File: config.mk
export PLATFORM = sky130hd
export DESIGN_NAME = spi_master_flat
export DESIGN_NICKNAME = d
export VERILOG_FILES = /design/src/rtl/spi_master_if.sv /design/src/rtl/spi_master.sv /design/src/flat_wrapper.sv
export SDC_FILE = /design/constraint.sdc
export NUM_CORES = 1
export LEC_CHECK = 0
export ABC_AREA = 0
export CAP_MARGIN = 20
export CORE_ASPECT_RATIO = 0.9
export CORE_MARGIN = 5
export CORE_UTILIZATION = 55
export CTS_CLUSTER_DIAMETER = 40
export DETAILED_ROUTE_END_ITERATION = 16
export PLACE_DENSITY = 0.78
export SKIP_LAST_GASP = 1
export SLEW_MARGIN = 20
export SYNTH_ARGS = -nofsm -noshare
export SYNTH_HDL_FRONTEND = slang
export SYNTH_SLANG_ARGS = --single-unit
export TNS_END_PERCENT = 10
File: constraint.sdc
create_clock -name clk -period 5.8 [get_ports clk]
set_input_delay 1.45 -clock clk [delete_from_list [all_inputs] [get_ports clk]]
set_output_delay 1.45 -clock clk [all_outputs]
set_load 0.1 [all_outputs]
File: src/rtl/spi_master_if.sv
// Host-side request/response bundle for spi_master.
// The host drives through the master modport; spi_master takes the slave modport.
interface spi_master_if;
    logic       req_valid;
    logic       req_ready;
    logic [1:0] req_cmd;
    logic [7:0] req_data;
    logic       rsp_valid;
    logic [7:0] rsp_data;

    modport master (
        output req_valid,
        output req_cmd,
        output req_data,
        input  req_ready,
        input  rsp_valid,
        input  rsp_data
    );

    modport slave (
        input  req_valid,
        input  req_cmd,
        input  req_data,
        output req_ready,
        output rsp_valid,
        output rsp_data
    );
endinterface

File: src/rtl/spi_master.sv
// 10-bit command/address SPI frame sequencer with optional read-data turnaround and receive.
// Optional macro SPI_MASTER_ORDER_CHK_EN enables read-address/read-data ordering checks on err.
module spi_master #(
    parameter int TURN_CYC = 2,
    parameter int GAP_CYC  = 1
) (
    input  logic         clk,
    input  logic         rst,
    spi_master_if.slave  bus,
    output logic         SS_n,
    output logic         MOSI,
    input  logic         MISO,
    output logic         busy,
    output logic         err
);

    typedef enum logic [2:0] {
        IDLE,
        START,
        SEL,
        SHIFT,
        TURN,
        RECV,
        GAP
    } state_t;

    state_t     state;
    logic [9:0] frame;
    logic [6:0] shreg;
    logic [3:0] bit_cnt;
    logic [3:0] turn_cnt;
    logic [3:0] gap_cnt;
    logic       ready_q;
    logic       rsp_valid_q;
    logic [7:0] rsp_data_q;
    logic       ss_q;
    logic       mosi_q;
    logic       busy_q;
    logic       accept;
    logic       order_bad;

`ifdef SPI_MASTER_ORDER_CHK_EN
    logic rd_pend;
    logic err_q;

    assign order_bad = ((bus.req_cmd == 2'b11) && !rd_pend) ||
                       ((bus.req_cmd == 2'b10) &&  rd_pend);
    assign err       = err_q;
`else
    assign order_bad = 1'b0;
    assign err       = 1'b0;
`endif

    // ready is forced low for as long as rst is held, not just from the next edge
    assign bus.req_ready = ready_q & ~rst;
    assign bus.rsp_valid = rsp_valid_q;
    assign bus.rsp_data  = rsp_data_q;
    assign SS_n          = ss_q;
    assign MOSI          = mosi_q;
    assign busy          = busy_q;
    assign accept        = bus.req_valid & ready_q;

    // Payload capture and receive shift register carry no reset
    always_ff @(posedge clk) begin
        if (accept) begin
            frame <= {bus.req_cmd, bus.req_data};
        end
        if (state == RECV) begin
            shreg <= {shreg[5:0], MISO};
        end
    end

    always_ff @(posedge clk or posedge rst) begin
        if (rst) begin
            state       <= IDLE;
            ss_q        <= 1'b1;
            mosi_q      <= 1'b0;
            ready_q     <= 1'b1;
            busy_q      <= 1'b0;
            rsp_valid_q <= 1'b0;
            rsp_data_q  <= 8'h00;
            bit_cnt     <= 4'd0;
            turn_cnt    <= 4'd0;
            gap_cnt     <= 4'd0;
`ifdef SPI_MASTER_ORDER_CHK_EN
            rd_pend     <= 1'b0;
            err_q       <= 1'b0;
`endif
        end else begin
            rsp_valid_q <= 1'b0;
`ifdef SPI_MASTER_ORDER_CHK_EN
            err_q       <= 1'b0;
`endif
            case (state)
                IDLE: begin
                    if (accept) begin
                        ready_q <= 1'b0;
                        busy_q  <= 1'b1;
                        if (order_bad) begin
                            // Rejected command: one GAP cycle with SS_n kept high
                            state   <= GAP;
                            gap_cnt <= 4'd0;
`ifdef SPI_MASTER_ORDER_CHK_EN
                            err_q   <= 1'b1;
`endif
                        end else begin
                            state  <= START;
                            ss_q   <= 1'b0;
                            mosi_q <= 1'b0;
                        end
                    end
                end
                START: begin
                    state  <= SEL;
                    mosi_q <= frame[9];
                end
                SEL: begin
                    state   <= SHIFT;
                    mosi_q  <= frame[9];
                    bit_cnt <= 4'd9;
                end
                SHIFT: begin
                    if (bit_cnt == 4'd0) begin
                        mosi_q <= 1'b0;
                        if (frame[9:8] == 2'b11) begin
                            state    <= TURN;
                            turn_cnt <= 4'(TURN_CYC - 1);
                        end else begin
                            state   <= GAP;
                            gap_cnt <= 4'(GAP_CYC - 1);
                            ss_q    <= 1'b1;
`ifdef SPI_MASTER_ORDER_CHK_EN
                            if (frame[9:8] == 2'b10) begin
                                rd_pend <= 1'b1;
                            end
`endif
                        end
                    end else begin
                        mosi_q  <= frame[bit_cnt - 4'd1];
                        bit_cnt <= bit_cnt - 4'd1;
                    end
                end
                TURN: begin
                    if (turn_cnt == 4'd0) begin
                        state   <= RECV;
                        bit_cnt <= 4'd7;
                    end else begin
                        turn_cnt <= turn_cnt - 4'd1;
                    end
                end
                RECV: begin
                    if (bit_cnt == 4'd0) begin
                        state       <= GAP;
                        gap_cnt     <= 4'(GAP_CYC - 1);
                        ss_q        <= 1'b1;
                        rsp_valid_q <= 1'b1;
                        rsp_data_q  <= {shreg, MISO};
`ifdef SPI_MASTER_ORDER_CHK_EN
                        rd_pend     <= 1'b0;
`endif
                    end else begin
                        bit_cnt <= bit_cnt - 4'd1;
                    end
                end
                GAP: begin
                    if (gap_cnt == 4'd0) begin
                        state   <= IDLE;
                        ready_q <= 1'b1;
                        busy_q  <= 1'b0;
                    end else begin
                        gap_cnt <= gap_cnt - 4'd1;
                    end
                end
                default: begin
                    state   <= IDLE;
                    ss_q    <= 1'b1;
                    mosi_q  <= 1'b0;
                    ready_q <= 1'b1;
                    busy_q  <= 1'b0;
                end
            endcase
        end
    end

endmodule
File: src/flat_wrapper.sv
// flat-port wrapper written by rule: the top's interface ports become plain ports
module spi_master_flat 
#(
    parameter int TURN_CYC = 2,
    parameter int GAP_CYC  = 1
)
  (clk, rst, SS_n, MOSI, MISO, busy, err, bus_req_valid, bus_req_cmd, bus_req_data, bus_req_ready, bus_rsp_valid, bus_rsp_data);
  spi_master_if bus_i ();
  input  logic clk;
  input  logic rst;
  output logic SS_n;
  output logic MOSI;
  input  logic MISO;
  output logic busy;
  output logic err;
  input wire logic [$bits(bus_i.req_valid)-1:0] bus_req_valid;
  input wire logic [$bits(bus_i.req_cmd)-1:0] bus_req_cmd;
  input wire logic [$bits(bus_i.req_data)-1:0] bus_req_data;
  output wire logic [$bits(bus_i.req_ready)-1:0] bus_req_ready;
  output wire logic [$bits(bus_i.rsp_valid)-1:0] bus_rsp_valid;
  output wire logic [$bits(bus_i.rsp_data)-1:0] bus_rsp_data;
  assign bus_i.req_valid = bus_req_valid;
  assign bus_i.req_cmd = bus_req_cmd;
  assign bus_i.req_data = bus_req_data;
  assign bus_req_ready = bus_i.req_ready;
  assign bus_rsp_valid = bus_i.rsp_valid;
  assign bus_rsp_data = bus_i.rsp_data;
  spi_master #(.TURN_CYC(TURN_CYC), .GAP_CYC(GAP_CYC)) u_core (.clk(clk), .rst(rst), .bus(bus_i), .SS_n(SS_n), .MOSI(MOSI), .MISO(MISO), .busy(busy), .err(err));
endmodule
==> results.yml, run 1 <==
grt:
  overflow: 0
  antenna_found_initial: 0
  grt_max_degree: 29
  grt_usage_pct: 16.3
  first_global_vias: 1547
  grt_pass1_wl_mm: 7.07
synthesis:
  ys_top_cells_by_count: "dfrtp_1 (26), edfxtp_1 (17), a21oi_1 (13)"
  synth_top_flop_cell: "dfrtp_1"
  synth_nets: 204
  synth_edf_count: 17
  synth_top_family_by_area: "compound AO/OA/AOI/OAI gates"
  synthAdderAreaFrac_pct: 2.30
  netlist_area_sq_um: 2170
  ys_seq_area_share_pct: 55.9
  synth_mux_area_share_pct: 7.26
  synth-compound-area-share_pct: 15.1
  syn_inst: 186
  synthDistinctLibCells: 50
  synthXorXnorAreaFrac_pct: 1.21
  synth.avg_cell_area_sq_um: 11.7
  ys_ff_latch: 45
  yosysMostFrequentCell: "dfrtp_1"
  synth_top_cell_area_share_pct: 30.0
  synth_area_leader_cell: "dfrtp_1"
  synthArstFlopShare_pct: 62.2
  yosys-top-cells-area: "dfrtp_1 (30%), edfxtp_1 (24%), mux2_2 (5.2%)"
  ys_warn_count: 0
  yosys.area_share.simple_pct: 13.8
worst_setup_path:
  cpLargestDelayFamily: "buffers and inverters"
  arrival_ns: 2.31
  r2r_cells: 6
  cp.required_ns: 4.35
  rrSetupSlack_ns: 3.46
  crit_type: "input pin to output pin"
  critical_path_buf_inv_count: 2
  endpoint_kind: "output pin"
  worstReg2RegStart: "u_core.bit_cnt[0]"
  crit_chain: "clkdlybuf4s50_1 > nor2b_1 > buf_4"
  critPathLaunchType: "input pin"
  worst_path_max_delay_cell: "clkdlybuf4s50_1"
  crit_fanout: 2
  r2r_end: "u_core.turn_cnt[3]"
  max_stage_delay_ns: 0.43
power:
  leakage_uw: 0.00103
  max-vdd-ir-drop_v: 0.000160
  p_per_area_nw_per_um2: 212
timing:
  setup-violations-final: 0
  finalCritPeriodShare_pct: 64.9
  fin_hold_ws_ns: 0.451
  slew_headroom_pct: 34.9
  rsz0062_at_grt: "no"
  clock.fmax_mhz: 266
  fin_tns_setup_ns: 0
  drv_slew: 0
  min_period_ns: 3.76
  hold_violations: 0
  tightest_slew_ns: 0.974
  finalClockSkew_ns: 0.00473
cells_and_area:
  finalInstanceArea_sq_um: 2520
  diodes: 0
  drive_above_1_share_pct: 15.1
  fin_util_pct: 67.2
  area_growth_pct: 16.2
  fillers: 271
  stdcell_count: 258
  multi_input_area_sq_um: 866
  final-seq-area_sq_um: 1210
  fin_nets: 229
drt:
  drtIter0Drc: 133
  drt-pass1-iter-count: 4
  finalWirelength_mm: 4.14
  wl_per_cell_um: 16.0
  vias: 1495
  drc: 0
  via_per_inst: 5.79
  antenna_left: 0
floorplanning:
  start_util_pct: 57.8
  num_io_pins: 28
  dieWidth_um: 76.2
  die_height_um: 69.6
  core.rowCount: 21
  core_region_area_sq_um: 3760
  die_area_sq_um: 5310
placement:
  postPlaceCellArea_sq_um: 2440
  io_buffers: 26
  dp_hpwl_mm: 2.97
  placed_cells: 250
  routabilityCongestion: 0.813
flow_run:
  cap_violations: 0
cts:
  clk_path_buf_depth: 2
  clk_pin_slew_ns: 0.08
  cts_buffers: 5
  cts_root_buf: "clkbuf_8"
  cts_hold_buffers: 0
  cts_tree: "built"
  cts_setup_buffers: 0
  clk_latency_ns: 0.29
  cts-resized-gates: 0
  htree_levels: 2
  clock_sinks: 45
worst_hold_path:
  hp-start: "u_core.shreg[1]"
  holdPathEnd: "u_core.shreg[2]"
  min_path_cells: 0
  min_path_type: "flop to flop"
status:
  outcome: "finished, final reports clean"
## metal layers
| metal | share of wire (%) | track usage, % |
|---|---|---|
| met3 | 4.3 | 4.68 |
| met5 | 0 | 0 |
| met2 | 51 | 28.6 |
| met1 | 43 | 19.0 |
| met4 | 1.2 | 5.44 |
## area by class of cell
cell class,instances,area share [%]
clock inverters,1,0.297
multi-input cells,121,34.3
inverters,12,1.78
flip-flops and latches,45,48.1
repair buffers,26,10.2
clock buffers,7,3.02
well taps,46,2.28
## state kept, by name, summed over array words and instances (netlist names)
register and flops:
u_core.bus.rsp_data 8, u_core.bit_cnt 4, u_core.state 3, u_core.bus.rsp_valid 1
u_core.MOSI 1, u_core.busy 1, u_core.turn_cnt 4, u_core.SS_n 1
u_core.frame 10, u_core.gap_cnt 4, u_core.shreg 7, u_core.ready_q 1
## cell usage in the layout, fill, tap and decap left out, types with 3 or more instances in the layout
master	synthesis	routed
ha_1	4	4
nand3b_1	3	3
nor2b_1	4	4
a31oi_1	3	3
nand2_1	10	10
edfxtp_1	17	17
nor3_1	8	8
a21oi_1	13	13
nor2_1	12	12
mux2_2	10	10
o21ai_0	7	7
nor3b_1	3	3
o31ai_1	3	3
a21o_1	4	4
clkbuf_8	0	5
dfrtp_1	26	26
inv_1	12	11
nand2b_1	4	4
clkdlybuf4s50_1	0	25
## where the power goes
group | switching (uW) | total [uW] | internal (uW)
clock | 100 | 185 | 85.2
combinational | 11.2 | 19.7 | 8.51
sequential | 0.193 | 330 | 330
## logic make-up (layout without fill, tap and decap cells)
family | count (synthesis) | count (layout)
XOR/XNOR | 3 | 3
flip-flops | 45 | 45
other | 1 | 1
adder cells (fa/ha/maj) | 4 | 4
AND/OR/NAND/NOR | 53 | 53
buffers and inverters | 20 | 46
AO/OA/AOI/OAI | 48 | 48
multiplexers | 12 | 12
## per-stage QoR
step	setup slack, ns	total power, uW
2_1_floorplan	1.56	346
3_3_place_gp	2.08	356
3_5_place_dp	2.06	356
4_1_cts	2.06	543
5_1_grt	2.00	556
6_report	2.04	535
## worst max-delay path by stage
| stage | slack (ns) | start | cells past startpoint | endpoint |
|---|---|---|---|---|
| finish | 2.04 | rst | 3 | bus_req_ready |
| global route | 2.00 | rst | 3 | bus_req_ready |
| CTS | 2.06 | rst | 3 | bus_req_ready |
| detailed placement | 2.06 | rst | 3 | bus_req_ready |
| global placement | 2.08 | rst | 3 | bus_req_ready |
| floorplan | 1.56 | rst | 1 | bus_req_ready |
Power figures use the tool's default switching activity.
==> inputs of run 2 (changes only) <==
--- a/config.mk
+++ b/config.mk
@@ -9,10 +9,10 @@
 export CAP_MARGIN = 20
 export CORE_ASPECT_RATIO = 0.9
 export CORE_MARGIN = 5
-export CORE_UTILIZATION = 55
+export CORE_UTILIZATION = 49
 export CTS_CLUSTER_DIAMETER = 40
 export DETAILED_ROUTE_END_ITERATION = 16
-export PLACE_DENSITY = 0.78
+export PLACE_DENSITY = 0.74
 export SKIP_LAST_GASP = 1
 export SLEW_MARGIN = 20
 export SYNTH_ARGS = -nofsm -noshare
==> constraint.sdc (replaced) <==
create_clock -name clk -period 3.4 [get_ports clk]
set_input_delay 0.85 -clock clk [delete_from_list [all_inputs] [get_ports clk]]
set_output_delay 0.85 -clock clk [all_outputs]
set_load 0.1 [all_outputs]
==> run 2 against run 1 <==
- sequential power is 70% higher
- sequential share of layout area is 0.28 points lower
- global-route usage is 1.8 points lower
- via count decreased by 2.1%
- critical path type unchanged
- routed wire length decreased by 8.4%
- die area rose by 11%
==> results.yml, run 2 (synthesis results as in run 1) <==
status:
  outcome: "finished, final reports clean"
placement:
  placed_cells: 267
  routabilityCongestion: 0.775
  dp_hpwl_mm: 2.66
  io_buffers: 26
drt:
  vias: 1464
  via_per_inst: 5.32
  drc: 0
  drt-pass1-iter-count: 4
  antenna_left: 0
  finalWirelength_mm: 3.79
  wl_per_cell_um: 13.8
  drtIter0Drc: 112
floorplanning:
  start_util_pct: 49.7
  num_io_pins: 28
  core.rowCount: 23
  die_height_um: 73.2
  core_region_area_sq_um: 4370
  dieWidth_um: 80.2
  die_area_sq_um: 5870
cts:
  clk_latency_ns: 0.30
  cts-resized-gates: 0
  cts_root_buf: "clkbuf_8"
  cts_hold_buffers: 0
  htree_levels: 2
  clock_sinks: 45
  clk_pin_slew_ns: 0.08
  cts_setup_buffers: 0
  cts_tree: "built"
  cts_buffers: 5
  clk_path_buf_depth: 2
timing:
  tightest_slew_ns: 0.685
  finalClockSkew_ns: 0.00597
  finalCritPeriodShare_pct: 74.4
  drv_slew: 0
  rsz0062_at_grt: "no"
  fin_hold_ws_ns: 0.448
  min_period_ns: 2.53
  clock.fmax_mhz: 395
  hold_violations: 0
  fin_tns_setup_ns: 0
  slew_headroom_pct: 54.3
  setup-violations-final: 0
cells_and_area:
  diodes: 0
  largest_reg_flops: 10
  area_growth_pct: 16.9
  final_cell_mix: "dfrtp_1 (26), edfxtp_1 (17), a21oi_1 (13), clkdlybuf4s50_1 (13), buf_4 (13)"
  layout_commonest_cell: "dfrtp_1"
  largest_register: "u_core.frame"
  stdcell_count: 275
  fin_nets: 230
  fin_util_pct: 58.0
  drive_above_1_share_pct: 21.6
grt:
  overflow: 0
  grt_pass1_wl_mm: 6.51
  first_global_vias: 1411
  grt_max_degree: 29
  antenna_found_initial: 0
  grt_usage_pct: 14.5
worst_setup_path:
  endpoint_kind: "output pin"
  r2r_end: "u_core.turn_cnt[3]"
  critPathLaunchType: "input pin"
  rrSetupSlack_ns: 1.21
  worstReg2RegStart: "u_core.state[2]"
  cp.required_ns: 2.55
  crit_fanout: 2
  crit_type: "input pin to output pin"
  arrival_ns: 1.68
  r2r_cells: 4
worst_hold_path:
  hp-start: "u_core.shreg[4]"
  holdPathEnd: "u_core.shreg[5]"
  min_path_cells: 0
  min_path_type: "flop to flop"
power:
  p_per_area_nw_per_um2: 366
  max-vdd-ir-drop_v: 0.000258
  leakage_uw: 0.00107
flow_run:
  cap_violations: 0
[run 2: cell types whose count changed in the layout (fill, tap and decap cells not counted)]
| cell | change |
|---|---|
| inv_4 | +1 |
| clkinv_2 | +1 |
| buf_4 | +12 |
| clkbuf_1 | -2 |
| inv_2 | -1 |
| inv_6 | +1 |
| inv_1 | +1 |
| clkinvlp_4 | -1 |
| clkdlybuf4s50_1 | -12 |
| buf_12 | +1 |
[run 2: layout make-up]
class	count	area, sq um
fillers	379	1840
flip-flops and latches	45	1210
multi-input cells	121	866
repair buffers	27	248
well taps	62	77.6
clock buffers	5	68.8
inverters	12	45.0
clock inverters	3	20.0
[run 2: report_power, final]
part           leakage [uW]  total (uW)  switching [uW]  internal (uW)
clock network     0.0000489         333             187            146
registers          0.000529         562           0.281            562
logic              0.000490        33.6            18.6           15.0
total               0.00107         929             206            724
[run 2: critical path, stage by stage]
cell	delay [ns]
clkdlybuf4s50_1	0.42
nor2b_1	0.21
buf_12	0.21
[run 2: worst max path at each step]
stage / from / endpoint / slack (ns) / cells after the start
floorplan: rst / bus_req_ready / 0.36 / 1
global placement: rst / bus_req_ready / 0.87 / 3
detailed placement: rst / bus_req_ready / 0.87 / 3
CTS: rst / bus_req_ready / 0.86 / 3
global route: rst / bus_req_ready / 0.83 / 3
finish: rst / bus_req_ready / 0.87 / 3
[run 2: metrics by stage]
step / cell area (sq um) / power, uW / setup slack (ns)
floorplan: 2170 / 590 / 0.365
global placement: 2450 / 608 / 0.872
detailed placement: 2450 / 608 / 0.868
CTS: 2540 / 941 / 0.864
global route: 2540 / 968 / 0.833
finish: 2540 / 929 / 0.869
[run 2: routing by layer]
| metal | global-route usage, % | part of all wire (%) |
|---|---|---|
| met1 | 20.6 | 48 |
| met2 | 21.5 | 46 |
| met5 | 0 | 0 |
| met3 | 3.33 | 3.9 |
| met4 | 5.63 | 1.7 |
